<file path="src/rtl/sti_dac_sched.sv">
// -----------------------------------------------------------------------------
// sti_dac_sched
//
// Command scheduler in front of the STI_DAC serializer. Serial-transmit
// commands are buffered in a small FIFO and handed to the serializer one at a
// time: a one-cycle load strobe with the pi_* fields already stable, then the
// scheduler waits for the transfer (so_valid) to start and finish, idles for
// GAP_CYCLES, and moves on. A flush request drains the FIFO, emits a
// one-cycle pi_end, waits for pixel_finish and then parks in DONE.
//
// Handshake: a command is transferred on every rising clk edge where
// cmd_valid && cmd_ready; cmd_valid may be raised independently of
// cmd_ready and the payload must be held while cmd_valid is high and
// cmd_ready is low.
//
// Parameters:
//   FIFO_DEPTH  command FIFO entries (power of 2, >= 2)
//   GAP_CYCLES  idle cycles after so_valid falls before the next load (>= 1)
//   TIMEOUT     max cycles in WAIT_START or WAIT_DONE before err_timeout
//
// Ports:
//   clk, reset                      clock, asynchronous active-low reset
//   cmd_valid/cmd_ready             command handshake
//   cmd_data/length/fill/msb/low    command payload
//   flush_req                       pulse: finish queued work, then end frame
//   load, pi_*                      load strobe and registered fields
//   pi_end                          one-cycle end-of-frame strobe
//   so_valid, pixel_finish          serializer status
//   busy, done, err_timeout         status (done/err_timeout sticky)
//   fifo_count                      FIFO occupancy
//   perf_issued, perf_stall         performance counters (0 unless enabled)
//   dbg_state                       current FSM state
//
// Optional feature: define STI_DAC_SCHED_PERF_EN to build the saturating
// perf_issued / perf_stall counters; otherwise those outputs are tied to 0.
// -----------------------------------------------------------------------------
module sti_dac_sched #(
  parameter int FIFO_DEPTH = 4,
  parameter int GAP_CYCLES = 2,
  parameter int TIMEOUT    = 64
) (
  input  logic                        clk,
  input  logic                        reset,
  input  logic                        cmd_valid,
  output logic                        cmd_ready,
  input  logic [15:0]                 cmd_data,
  input  logic [1:0]                  cmd_length,
  input  logic                        cmd_fill,
  input  logic                        cmd_msb,
  input  logic                        cmd_low,
  input  logic                        flush_req,
  output logic                        load,
  output logic [15:0]                 pi_data,
  output logic [1:0]                  pi_length,
  output logic                        pi_fill,
  output logic                        pi_msb,
  output logic                        pi_low,
  output logic                        pi_end,
  input  logic                        so_valid,
  input  logic                        pixel_finish,
  output logic                        busy,
  output logic                        done,
  output logic                        err_timeout,
  output logic [$clog2(FIFO_DEPTH):0] fifo_count,
  output logic [15:0]                 perf_issued,
  output logic [15:0]                 perf_stall,
  output logic [2:0]                  dbg_state
);

  localparam int AW = $clog2(FIFO_DEPTH);
  localparam int CW = AW + 1;
  localparam int TW = $clog2(TIMEOUT + 1);
  localparam int GW = $clog2(GAP_CYCLES + 1);

  localparam logic [CW-1:0] CNT_FULL = CW'(FIFO_DEPTH);
  localparam logic [TW-1:0] TMO_LAST = TW'(TIMEOUT - 1);
  localparam logic [GW-1:0] GAP_LAST = GW'(GAP_CYCLES - 1);

  typedef enum logic [2:0] {
    S_IDLE       = 3'd0,
    S_ISSUE      = 3'd1,
    S_WAIT_START = 3'd2,
    S_WAIT_DONE  = 3'd3,
    S_GAP        = 3'd4,
    S_END        = 3'd5,
    S_WAIT_FIN   = 3'd6,
    S_DONE       = 3'd7
  } state_t;

  // ---------------------------------------------------------------------------
  // Command FIFO. Entry layout: {data[15:0], length[1:0], fill, msb, low}.
  // ---------------------------------------------------------------------------
  logic [20:0]   mem_q [FIFO_DEPTH];
  logic [AW-1:0] wr_ptr_q, rd_ptr_q;
  logic [CW-1:0] count_q;
  logic          fifo_full, fifo_empty, push, pop;

  state_t        state_q;
  logic          flush_pend_q, done_q, err_q, load_q, pi_end_q;
  logic [15:0]   pi_data_q;
  logic [1:0]    pi_length_q;
  logic          pi_fill_q, pi_msb_q, pi_low_q;
  logic [TW-1:0] tmo_q;
  logic [GW-1:0] gap_q;

  assign fifo_full  = (count_q == CNT_FULL);
  assign fifo_empty = (count_q == '0);
  assign cmd_ready  = !fifo_full && !flush_pend_q && !done_q;
  assign push       = cmd_valid && cmd_ready;
  // The head was copied into pi_* on the way into ISSUE; retire it now.
  assign pop        = (state_q == S_ISSUE);

  always_ff @(posedge clk) begin
    if (push) begin
      mem_q[wr_ptr_q] <= {cmd_data, cmd_length, cmd_fill, cmd_msb, cmd_low};
    end
  end

  always_ff @(posedge clk or negedge reset) begin
    if (!reset) begin
      wr_ptr_q <= '0;
      rd_ptr_q <= '0;
      count_q  <= '0;
    end else begin
      // Pointers are AW bits wide, so they wrap modulo FIFO_DEPTH.
      if (push) wr_ptr_q <= wr_ptr_q + AW'(1);
      if (pop)  rd_ptr_q <= rd_ptr_q + AW'(1);
      case ({push, pop})
        2'b10:   count_q <= count_q + CW'(1);
        2'b01:   count_q <= count_q - CW'(1);
        default: count_q <= count_q;
      endcase
    end
  end

  // Flush is latched once and only cleared by reset; late requests are moot.
  always_ff @(posedge clk or negedge reset) begin
    if (!reset) begin
      flush_pend_q <= 1'b0;
    end else if (flush_req && !done_q) begin
      flush_pend_q <= 1'b1;
    end
  end

  // ---------------------------------------------------------------------------
  // Scheduler FSM with registered strobes and fields.
  // ---------------------------------------------------------------------------
  always_ff @(posedge clk or negedge reset) begin
    if (!reset) begin
      state_q     <= S_IDLE;
      load_q      <= 1'b0;
      pi_end_q    <= 1'b0;
      done_q      <= 1'b0;
      err_q       <= 1'b0;
      pi_data_q   <= '0;
      pi_length_q <= '0;
      pi_fill_q   <= 1'b0;
      pi_msb_q    <= 1'b0;
      pi_low_q    <= 1'b0;
      tmo_q       <= '0;
      gap_q       <= '0;
    end else begin
      load_q   <= 1'b0;
      pi_end_q <= 1'b0;
      case (state_q)
        S_IDLE: begin
          if (!fifo_empty) begin
            // Fields are loaded together with the strobe so they are
            // already valid in the cycle load is high.
            state_q <= S_ISSUE;
            load_q  <= 1'b1;
            {pi_data_q, pi_length_q, pi_fill_q, pi_msb_q, pi_low_q} <= mem_q[rd_ptr_q];
          end else if (flush_pend_q) begin
            state_q  <= S_END;
            pi_end_q <= 1'b1;
          end
        end
        S_ISSUE: begin
          state_q <= S_WAIT_START;
          tmo_q   <= '0;
        end
        S_WAIT_START: begin
          if (so_valid) begin
            state_q <= S_WAIT_DONE;
            tmo_q   <= '0;
          end else if (tmo_q == TMO_LAST) begin
            // Serializer never started: drop the command and carry on.
            err_q   <= 1'b1;
            state_q <= S_GAP;
            gap_q   <= '0;
          end else begin
            tmo_q <= tmo_q + TW'(1);
          end
        end
        S_WAIT_DONE: begin
          if (!so_valid) begin
            state_q <= S_GAP;
            gap_q   <= '0;
          end else if (tmo_q == TMO_LAST) begin
            err_q   <= 1'b1;
            state_q <= S_GAP;
            gap_q   <= '0;
          end else begin
            tmo_q <= tmo_q + TW'(1);
          end
        end
        S_GAP: begin
          if (gap_q == GAP_LAST) state_q <= S_IDLE;
          else                   gap_q   <= gap_q + GW'(1);
        end
        S_END: begin
          state_q <= S_WAIT_FIN;
        end
        S_WAIT_FIN: begin
          if (pixel_finish) begin
            state_q <= S_DONE;
            done_q  <= 1'b1;
          end
        end
        S_DONE: begin
          state_q <= S_DONE;
        end
        default: state_q <= S_IDLE;
      endcase
    end
  end

  assign load        = load_q;
  assign pi_end      = pi_end_q;
  assign pi_data     = pi_data_q;
  assign pi_length   = pi_length_q;
  assign pi_fill     = pi_fill_q;
  assign pi_msb      = pi_msb_q;
  assign pi_low      = pi_low_q;
  assign busy        = (state_q != S_IDLE) || !fifo_empty;
  assign done        = done_q;
  assign err_timeout = err_q;
  assign fifo_count  = count_q;
  assign dbg_state   = state_q;

`ifdef STI_DAC_SCHED_PERF_EN
  logic [15:0] perf_issued_q, perf_stall_q;

  always_ff @(posedge clk or negedge reset) begin
    if (!reset) begin
      perf_issued_q <= '0;
      perf_stall_q  <= '0;
    end else begin
      if (load_q && (perf_issued_q != 16'hFFFF)) begin
        perf_issued_q <= perf_issued_q + 16'd1;
      end
      if (cmd_valid && !cmd_ready && (perf_stall_q != 16'hFFFF)) begin
        perf_stall_q <= perf_stall_q + 16'd1;
      end
    end
  end

  assign perf_issued = perf_issued_q;
  assign perf_stall  = perf_stall_q;
`else
  assign perf_issued = '0;
  assign perf_stall  = '0;
`endif

endmodule

</file>
<file path="config.mk">
export PLATFORM = sky130hd
export DESIGN_NAME = sti_dac_sched
export DESIGN_NICKNAME = d
export VERILOG_FILES = /design/src/rtl/sti_dac_sched.sv
export SDC_FILE = /design/constraint.sdc
export NUM_CORES = 1
export LEC_CHECK = 0
export ABC_AREA = 1
export BUFFER_PORTS_ARGS = -buffer_cell sky130_fd_sc_hd__buf_2
export CORE_MARGIN = 8
export CORE_UTILIZATION = 45
export CTS_CLUSTER_SIZE = 30
export DETAILED_ROUTE_END_ITERATION = 16
export GPL_TIMING_DRIVEN = 0
export PLACE_DENSITY = 0.74
export SLEW_MARGIN = 10
export SYNTH_ARGS = -nofsm -noshare
export SYNTH_HDL_FRONTEND = slang
export SYNTH_SLANG_ARGS = --single-unit
export TNS_END_PERCENT = 20
</file>
<file path="constraint.sdc">
create_clock -name clk -period 2.7 [get_ports clk]
set_input_delay 0.54 -clock clk [delete_from_list [all_inputs] [get_ports clk]]
set_output_delay 0.54 -clock clk [all_outputs]
set_load 0.02 [all_outputs]
</file>
Yosys cells after proc, flatten, opt, wreduce, memory -nomap -nowiden
Memories as Yosys holds them, arrays and structs flattened. A register that Yosys moved wholly into a read port is not among the register bits.
Cells that the tools add are included.
- bits in registers: 24
- latch bits: 0
- memory bits (writable): 84
- ROM bits: 0
- output and inout port bits: 65
- word-level logic and storage cells: 89
- memories kept: 1
- add/sub/neg operators: 6
- multipliers: 0
- div/mod/pow operators: 0
- order comparisons: 0
- equal/unequal tests: 18
- shift operators: 0
- multiplexer cells: 29
- bitwise logic cells: 1
- reductions and logical operators: 23
- memory list (memory ; words ; width ; rd ports ; clocked after Yosys merged registers in ; wr ports ; RTL line ; source):
    mem_q ; 4 ; 21 ; 1 ; 1 ; 1 ; 93 ; logic [20:0] mem_q [FIFO_DEPTH];
- operator list (operator ; count):
    $pmux W3 S8 ; 1
    $mux W3 ; 7
    $mux W7 ; 3
    $pmux W7 S3 ; 1
    $eq A3 B3 Y1 const B ; 5
    $mux W1 ; 10
    $ne A2 B2 Y1 const B ; 5
    $reduce_and A3 Y1 ; 3
    $reduce_bool A3 Y1 ; 3
    $mux W2 ; 4
    $add A7 B1 Y7 const B ; 1
    $eq A7 B6 Y1 const B ; 1
    $add A2 B1 Y2 const B ; 3
    $eq A3 B2 Y1 const B ; 2
    $logic_not A3 Y1 ; 2
    $pmux W2 S3 ; 1
    $pmux W3 S2 ; 1
    $reduce_and A2 Y1 ; 3
    $logic_not A1 Y1 ; 5
    $eq A2 B1 Y1 const B ; 2
    $logic_and A1 B1 Y1 ; 4
    $reduce_bool A2 Y1 ; 2
    $add A3 B1 Y3 const B ; 1
    $eq A3 B1 Y1 const B ; 1
    6 further kinds ; 6

Depth between registers and ports, before layout
- depth after elaboration: 7
- depth in mapped cells: 10
- gate-level depth less buffers: 10

Worst setup path after synthesis
OpenSTA, ideal clock, no wires.
- path kind: register -> register
- start point: register count_q[0] (netlist: fifo_count[0])
- end point: memory mem_q[0][0], enable pin
- library setup time: 399 ps
- arrival time: 2329 ps
- data required time: 2301 ps
- setup slack: -28 ps
- stages on the path, launching flop included: 5
- path buffers: 0
- path through: dfrtp_1 -> inv_1 -> a31oi_1 -> nand2_1 -> nor2_1
- word-level cells in the longest chain between the ends: 7
- ends and longest elaborated chain (element ; RTL line ; source):
    start, declared ; 95 ; logic [CW-1:0] count_q;
    start signal, assigned ; 129 ; 2'b10: count_q <= count_q + CW'(1);
    start signal, assigned ; 130 ; 2'b01: count_q <= count_q - CW'(1);
    start signal, assigned ; 131 ; default: count_q <= count_q;
    $eq A3 B3 Y1 ; 106 ; assign fifo_full = (count_q == CNT_FULL);
    $logic_not A1 Y1 ; 108 ; assign cmd_ready = !fifo_full && !flush_pend_q && !done_q;
    $logic_and A1 B1 Y1 (2 in a row) ; 108 ;
    via cmd_ready ; 45 ; output logic cmd_ready,
    $logic_and A1 B1 Y1 ; 109 ; assign push = cmd_valid && cmd_ready;
    $mux W1 ; 114 ; if (push) begin
    $mux W1 (not written as such) ; 115 ; mem_q[wr_ptr_q] <= {cmd_data, cmd_length, cmd_fill, cmd_msb, cmd_low};
    end, declared ; 93 ;
The timed path passes the listed nets, and every way through them passes these cells.

Worst setup path after layout
- start point: register count_q[0] (netlist: fifo_count[0])
- end point: memory mem_q[2][5], enable pin
- word-level cells in the longest chain between the ends: 7
- ends and longest elaborated chain (element ; RTL line):
    $eq A3 B3 Y1 ; 106
    $logic_not A1 Y1 ; 108
    $logic_and A1 B1 Y1 (2 in a row) ; 108
    $logic_and A1 B1 Y1 ; 109
    $mux W1 ; 114
    $mux W1 (not written as such) ; 115
No other way between the ends.

==> results.sh <==
export IMPL_hpwlAfterDp_um=8190
export IMPL_die_w_um=126
export IMPL_yosysWarnings=0
export IMPL_antenna_left=0
export IMPL_synth_cell_types=29
export IMPL_setup_viol=0
export IMPL_drt_iter0_markers=447
export IMPL_final_min_clock_period_ns=2.23
export IMPL_dpl_cell_area_um2=6160
export IMPL_rows=40
export IMPL_cts_sinks=129
export IMPL_ios=92
export IMPL_n_antenna_cell=0
export IMPL_synth_largest_area_cell="edfxtp_1"
export IMPL_syn_area_per_cell_um2=11.0
export IMPL_syn_inst=498
export IMPL_layout_commonest_cell="nor2_1"
export IMPL_final_cells=771
export IMPL_drt_wl_total_um=12100
export IMPL_yosysTopAreaCellShare_pct=46.1
export IMPL_dieHeight_um=126
export IMPL_postCtsHoldBufs=0
export IMPL_hold_class="in2async"
export IMPL_grt_pass1_wl_um=19400
export IMPL_power_leakage_uw=0.00285
export IMPL_slew_viol_final=0
export IMPL_core_area_um2=12000
export IMPL_grt_util_all_layers_pct=15.7
export IMPL_period_share_pct=82.7
export IMPL_root_buffer="clkbuf_16"
export IMPL_grt_max_degree=46
export IMPL_fill_cells=979
export IMPL_cts_setup_buffers=0
export IMPL_synth_seq_area_share_pct=66.7
export IMPL_finish_net_count=646
export IMPL_rsz0062_at_grt="false"
export IMPL_clk_pin_slew_ns=0.05
export IMPL_firstDrtPassIters=5
export IMPL_fin_skew_ns=0.0104
export IMPL_powerDensity_nw_per_um2=1030
export IMPL_status="finished clean"
export IMPL_drive_gt1_share_pct=22.8
export IMPL_timing_slew_headroom_pct=51.1
export IMPL_hold_viol=0
export IMPL_final_area_um2=6720
export IMPL_drc_errors=0
export IMPL_grt_antenna_before_repair=0
export IMPL_syn_to_final_growth_pct=22.8
export IMPL_drv_cap=0
export IMPL_synth_area_leaders="edfxtp_1 (46%), dfrtp_1 (21%), nor2_1 (8.5%)"
export IMPL_grt_pass1_vias=3881
export IMPL_htree_levels=4
export IMPL_worst_setup_path_type="reg2reg"
export IMPL_reg2reg_slack_ns=0.47
export IMPL_die_area_um2=15900
export IMPL_final_cell_mix="nor2_1 (120), edfxtp_1 (84), buf_2 (65)"
export IMPL_crit_path_start_kind="register"
export IMPL_critPathMaxFanout=12
export IMPL_tightest_slew_ns=0.733
export IMPL_ys_seq_elements=129
export IMPL_total_power_uw=6890
export IMPL_cts_resized=0
export IMPL_synth_area_um2=5470
export IMPL_cts_tree="done"
export IMPL_cts_inserted_buffers=17
export IMPL_initial_core_util_pct=45.7
export IMPL_timing_fmax_mhz=448
export IMPL_tns_ns=0
export IMPL_overflow=0
export IMPL_cp_required_ns=2.82
export IMPL_ir_drop_mv=0.490
export IMPL_critPathCaptureType="register"
export IMPL_vias_per_cell=4.95
export IMPL_dp_cells=739
export IMPL_port_buffers=59
export IMPL_wire_per_inst_um=15.7
export IMPL_clk_latency_ns=0.41
export IMPL_cp_arrival_ns=2.35
export IMPL_gp_congestion=0.815
export IMPL_via_count=3817
export IMPL_cts_buffer_depth=2
[cells in the mapped netlist, drive strengths merged]
cell and n:
nor2 127, edfxtp 84, o21ai 53, dfrtp 45, buf 42, inv 37, nand2 37, a31oi 22
nand3 12, clkbuf 8, a21oi 7, ha 7, nand4 3, nor3 3, xor2 3, nand3b 2
xnor2 2, conb 1, fa 1, nor3b 1, o21bai 1
[report_power, final]
group,switching (µW),internal [µW],leakage [µW]
registers,201,2380,0.00128
logic,1480,720,0.00131
clock network,826,1290,0.000262
total,2510,4380,0.00285
[per-layer routing]
metal | track usage [%] | routed length [µm]
met3 | 6.08 | 993
met2 | 26.7 | 6140
met4 | 6.44 | 198
met5 | 0 | 0
met1 | 17.2 | 4800
[cell type report]
cell class                      count  area, µm²  area share (%)
Sequential cell                   129       3650            54.3
Multi-Input combinational cell    313       1480            22.1
Clock buffer                       19        443            6.59
Timing Repair Buffer               63        383            5.70
Buffer                             50        324            4.82
Tap cell                          147        184            2.74
Inverter                           37        139            2.07
Clock inverter                     13        113            1.68
[metrics by stage]
step           utilization [%]  worst slack (ns)  hold WS (ns)
2_1_floorplan                -           -0.0278         0.244
3_3_place_gp              50.7            -0.337         0.461
3_5_place_dp              51.5             0.468         0.462
4_1_cts                   56.1             0.419         0.327
5_1_grt                   56.2             0.297         0.204
6_report                  56.2             0.468         0.138
[final timing paths]
check,start,end,depth (start not counted)
worst min register to register,err_timeout$_DFFE_PN0P_,err_timeout$_DFFE_PN0P_,1
worst max-delay path,fifo_count[0]$_DFFE_PN0P_,mem_q[2][5]$_DFFE_PP_,5
min in group clk,cmd_msb,mem_q[3][1]$_DFFE_PP_,1
worst min-delay path,reset,err_timeout$_DFFE_PN0P_,1
max in group asynchronous,reset,tmo_q[6]$_DFFE_PN0P_,1
worst max register to register,fifo_count[0]$_DFFE_PN0P_,mem_q[2][5]$_DFFE_PP_,5
[worst max-delay path, stage by stage, from the launching register on]
cell,delay [ns]
dfrtp_1,0.42
inv_1,0.10
a31oi_1,0.24
nand2_1,0.28
nor2_2,0.65
buf_8,0.24
[state kept, by name, summed over array words and instances, names as in the netlist, 2 cells and up]
name,count
dbg_state,3
fifo_count,3
gap_q,2
mem_q,84
pi_data,16
pi_length,2
rd_ptr_q,2
tmo_q,7
wr_ptr_q,2
[cell families (layout without fill, tap and decap cells)]
group                      count (synthesis)  in the layout  synth area share (%)
xor gates and xnor gates                   5              5                 0.801
adders and majority gates                  8              8                  1.97
DFF                                      129            129                  66.7
and+or+nand+nor                          185            185                  13.8
other                                      1             32                0.0686
AOI/OAI and AO/OA                         83             83                  8.14
buffers and inverters                     87            182                  8.46
(Power assumes the default switching activity.)
